### src/rtl/gin_tag_issuer.sv
`timescale 1ns/1ps
`default_nettype none
// ============================================================================
// Module   : gin_tag_issuer
// Purpose  : Stamps a global-buffer word stream with tile-scan row/column tags
//            and presents each word on the GIN enable/ready input port.
// Revision : 1.0 - initial release
// ============================================================================
module gin_tag_issuer #(
    parameter int ROW_LEN   = 4,
    parameter int ID_LEN    = 5,
    parameter int VALUE_LEN = 32
) (
    input  logic                 clk,
    input  logic                 rst,
    input  logic                 start,
    input  logic [ROW_LEN-1:0]   row_base,
    input  logic [ID_LEN-1:0]    col_base,
    input  logic [ROW_LEN-1:0]   num_rows,
    input  logic [ID_LEN-1:0]    num_cols,
    output logic                 busy,
    output logic                 done,
    input  logic                 in_valid,
    output logic                 in_ready,
    input  logic [VALUE_LEN-1:0] in_data,
    output logic                 gin_enable,
    input  logic                 gin_ready,
    output logic [ROW_LEN-1:0]   gin_row_tag,
    output logic [ID_LEN-1:0]    gin_col_tag,
    output logic [VALUE_LEN-1:0] gin_value
);

    localparam int CNT_LEN = ROW_LEN + ID_LEN;

    typedef enum logic [1:0] {
        S_IDLE  = 2'd0,
        S_ISSUE = 2'd1,
        S_DRAIN = 2'd2,
        S_DONE  = 2'd3
    } state_t;

    state_t               state;
    logic [ID_LEN-1:0]    col_base_q;
    logic [ID_LEN-1:0]    num_cols_q;
    logic [ROW_LEN-1:0]   row_cnt;
    logic [ID_LEN-1:0]    col_cnt;
    logic [CNT_LEN-1:0]   remaining;

    logic                 out_free;
    logic                 accept;
    logic [ID_LEN-1:0]    col_last;

    // Output register can take a new word if empty or retiring this cycle.
    assign out_free = !gin_enable || gin_ready;
    assign in_ready = (state == S_ISSUE) && out_free;
    assign accept   = in_valid && in_ready;
    assign col_last = col_base_q + num_cols_q - ID_LEN'(1);

    // Row base and row count are consumed at start into row_cnt/remaining;
    // only the column wrap bounds are needed for the rest of the scan.
    always_ff @(posedge clk or negedge rst) begin
        if (!rst) begin
            state       <= S_IDLE;
            col_base_q  <= '0;
            num_cols_q  <= '0;
            row_cnt     <= '0;
            col_cnt     <= '0;
            remaining   <= '0;
            busy        <= 1'b0;
            done        <= 1'b0;
            gin_enable  <= 1'b0;
            gin_row_tag <= '0;
            gin_col_tag <= '0;
            gin_value   <= '0;
        end else begin
            done <= 1'b0;
            case (state)
                S_IDLE: begin
                    if (start) begin
                        col_base_q <= col_base;
                        num_cols_q <= num_cols;
                        row_cnt    <= row_base;
                        col_cnt    <= col_base;
                        remaining  <= CNT_LEN'(num_rows) * CNT_LEN'(num_cols);
                        busy       <= 1'b1;
                        if ((num_rows == '0) || (num_cols == '0)) begin
                            state <= S_DONE;
                        end else begin
                            state <= S_ISSUE;
                        end
                    end
                end

                S_ISSUE: begin
                    if (accept) begin
                        gin_value   <= in_data;
                        gin_row_tag <= row_cnt;
                        gin_col_tag <= col_cnt;
                        gin_enable  <= 1'b1;
                        remaining   <= remaining - CNT_LEN'(1);
                        if (col_cnt == col_last) begin
                            col_cnt <= col_base_q;
                            row_cnt <= row_cnt + ROW_LEN'(1);
                        end else begin
                            col_cnt <= col_cnt + ID_LEN'(1);
                        end
                        if (remaining == CNT_LEN'(1)) begin
                            state <= S_DRAIN;
                        end
                    end else if (gin_enable && gin_ready) begin
                        gin_enable <= 1'b0;
                    end
                end

                S_DRAIN: begin
                    if (out_free) begin
                        gin_enable <= 1'b0;
                        state      <= S_DONE;
                    end
                end

                S_DONE: begin
                    done  <= 1'b1;
                    busy  <= 1'b0;
                    state <= S_IDLE;
                end

                default: begin
                    state <= S_IDLE;
                end
            endcase
        end
    end

endmodule
`default_nettype wire

### config.mk
export PLATFORM = sky130hd
export DESIGN_NAME = gin_tag_issuer
export DESIGN_NICKNAME = d
export VERILOG_FILES = /design/src/rtl/gin_tag_issuer.sv
export SDC_FILE = /design/constraint.sdc
export NUM_CORES = 1
export LEC_CHECK = 0
export CORE_MARGIN = 2
export CORE_UTILIZATION = 35
export CTS_CLUSTER_DIAMETER = 150
export CTS_CLUSTER_SIZE = 16
export DETAILED_ROUTE_END_ITERATION = 12
export PLACE_DENSITY = 0.61
export SYNTH_ARGS = -nofsm -noshare
export SYNTH_HDL_FRONTEND = slang
export SYNTH_SLANG_ARGS = --single-unit
### constraint.sdc
create_clock -name clk -period 2.65 [get_ports clk]
set_input_delay 0.53 -clock clk [delete_from_list [all_inputs] [get_ports clk]]
set_output_delay 0.53 -clock clk [all_outputs]
set_load 0.02 [all_outputs]
==> metrics.cfg <==
[worst_setup_path]
critPathCaptureType = flip-flop
rrSetupSlack_ns = 0.10
crit_required_ns = 2.90
worstRegToRegCells = 11
cp_top_family = adder cells
r2r-start = col_base_q[1]
r2r-end = row_cnt[3]
path_max_fanout = 3
cp_slowest_cell = fa_1
path_class = in2reg
startpoint_type = input pin
path_cells = buf_8 > and2_4 > fa_1 > inv_1 > fa_1 > inv_2 > ha_4 > nor2b_4 > o21ai_2 > nand2b_1 > buf_4 > xor2_1 > o22ai_1 > a21oi_1
arrival_ns = 2.99
cpMostUsedCell = fa_1
cp_num_buf_inv = 4
crit_path_max_incr_delay_ns = 0.54

[power]
p_leak_nw = 2.61
p_seq_share_pct = 28.5
power_frac_comb_pct = 54.5
p_int_mw = 4.56
p_clk_share_pct = 17.0
total_power_mw = 7.43
p_per_area_mw_per_mm2 = 1260
switchingPower_mw = 2.88
vdd_drop_max_uv = 397
switching_share_pct = 38.7

[logic_synthesis]
ys_seq_area_share_pct = 43.7
synth_top_cell_area_share_pct = 43.7
synth_area_mm2 = 0.00424
ys_types = 47
synthFlopType = dfrtp_1
netlist.top_cell.by_area = dfrtp_1
syn-num-nets = 474
synth_seq_cells = 74
synth_area_leaders = dfrtp_1 (44%), mux2_2 (14%), ha_1 (8.3%)
synth_cells = 384
avgSynthCellArea_um2 = 11.0
ys_warn_count = 0
async_flop_share_pct = 100
synth_edf_count = 0

[cts]
cts.sinks = 74
clk_pin_slew_worst_paths_ns = 0.05
cts-buffers-inserted = 9
clkLatencyLatePin_ns = 0.33
htreeDepth = 3
root_buffer = clkbuf_16
cts_tree = yes
clockBufferDepth = 2

[grt]
grt_overflow_total = 0
grt_usage_pct = 15.4
grt_pass1_wl_um = 16000
antenna_found_initial = 0
grt_start_max_net_pins = 31
grt_pass1_vias = 3256

[flow_run]
max_cap_violations = 0

[timing]
setup_tns_ns = -0.189
worst_pin_slew_ns = 0.604
max-slew-margin-rel_pct = 59.8
setup_slack_ns = -0.0835
fin_crit_ns = 2.73
max_freq_mhz = 366
fin_crit_sh_pct = 103
rsz0062_at_grt = yes
hold_viol_final = 0
clock-skew-final_ns = 0.00491
finalSetupViolCount = 3
maxSlewViolCount = 0

[drt]
drc = 0
ant_nets = 0
avgViaCountPerCell = 4.94
vias = 3236
drt-initial-drc-count = 167
routed_wirelength_um = 9730
post_drt_wl_per_cell_um = 14.8
drt_pass1_iterations = 4

[layout]
layout_common_cells = clkdlybuf4s50_1 (90), dfrtp_1 (74), mux2_2 (51)
syn_to_final_growth_pct = 39.5
fin_util_pct = 49.6
n_fill_cell = 1081
antenna_cells = 0
final_common_cell = clkdlybuf4s50_1
layout.nets = 594
drive_gt1_share_pct = 24.0
fin_cells = 655

[die]
start_util_pct = 35.6
chipWidth_um = 114
io_pins = 100
core_area_mm2 = 0.0119
die_y_um = 114
fp-row-count = 40
die-area_mm2 = 0.0130

[placed_design]
port_buffers = 99
place_inst = 639
post-place-ws_ns = -0.968
hpwl_um = 7380
gp_congestion = 0.809

[outcome]
violations = setup timing
status = finished, violations left

[min_path]
hold_path.class = in2async

## registers in the layout (all words and copies together), names as in the netlist, 2 cells and up
name         flops
gin_value       32
remaining        9
col_base_q       5
col_cnt          5
gin_col_tag      5
num_cols_q       5
gin_row_tag      4
row_cnt          4
state            2
## Yosys cell counts, types with 5 or more instances
cell type  instances
a21oi_1           20
and2_1            16
buf_2              6
clkbuf_1           6
dfrtp_1           74
fa_1               7
ha_1              28
inv_1             29
mux2_2            51
mux2i_1           12
nand2_1           17
nand2b_1           7
nand3_1           12
nor2_1            15
nor3_1             6
o21ai_0           18
o22ai_1           10
xnor2_1            9
xor2_1             5
## final cells by class
cell class	count	area [um2]	share of cell area, %
multi-input combinational	267	2270	38.5
sequential	74	1850	31.3
timing repair buffer	123	1180	20.0
clock buffer	9	225	3.81
tap	147	184	3.11
inverter	29	109	1.84
clock inverter	6	82.6	1.40
## through the flow
stage          hold WS, ns  instance area [um2]
3_5_place_dp         0.495                 5560
6_report             0.206                 5910
3_3_place_gp         0.488                 5560
2_1_floorplan        0.234                 4290
5_1_grt              0.261                 5910
4_1_cts              0.227                 5890
## how the worst max path moves through the flow
| stage | from | to | slack, ns | depth (start not counted) |
|---|---|---|---|---|
| 5_1_grt | num_cols[3] | remaining[6] | -0.23 | 14 |
| 6_report | num_rows[1] | remaining[6] | -0.08 | 14 |
| 4_1_cts | num_rows[3] | remaining[8] | -0.14 | 13 |
| 2_1_floorplan | num_rows[1] | remaining[8] | -0.20 | 12 |
| 3_3_place_gp | num_cols[2] | remaining[8] | -0.91 | 13 |
| 3_5_place_dp | num_cols[2] | remaining[8] | -0.97 | 13 |
## routing by layer
layer,wire length (um),up-vias,track usage (%)
met5,0,-,0
met3,493,15,2.34
met4,210,0,6.75
met1,4370,1543,19.7
met2,4650,97,25.9
li1,-,1581,-
## cells by family after synthesis
kind of cell / Yosys count / synth area share (%)
AOI/OAI and AO/OA: 64 / 9.28
xor gates and xnor gates: 14 / 2.90
adders and majority gates: 35 / 11.6
buffers and inverters: 43 / 4.28
DFF: 74 / 43.7
muxes: 63 / 16.4
and+or+nand+nor: 91 / 11.8
## repair_timing
| item | CTS | global route |
|---|---|---|
| resized for setup | 42 | 5 |
| pin swaps | 12 | 11 |
| buffers inserted | 1 | 0 |
| hold buffers | 0 | 0 |
| endpoints found under the setup margin | 9 | 11 |
## worst reg2reg max path, delay by kind of cell, from the launching register on
family / cells / cell delay, ns
xor+xnor: 1 / 0.15
simple gates: 4 / 0.77
flops: 1 / 0.35
buf+inv: 3 / 0.27
fa+ha+maj: 3 / 0.87
## power groups by stage
stage          Combinational, mW  Sequential [mW]  Clock [mW]
2_1_floorplan               2.27             2.48           0
4_1_cts                     4.09             2.13        1.29
3_3_place_gp                3.96             2.11           0
5_1_grt                     4.43             2.22        1.35
6_report                    4.05             2.12        1.26
3_5_place_dp                4.03             2.15           0
(Power assumes the default switching activity.)
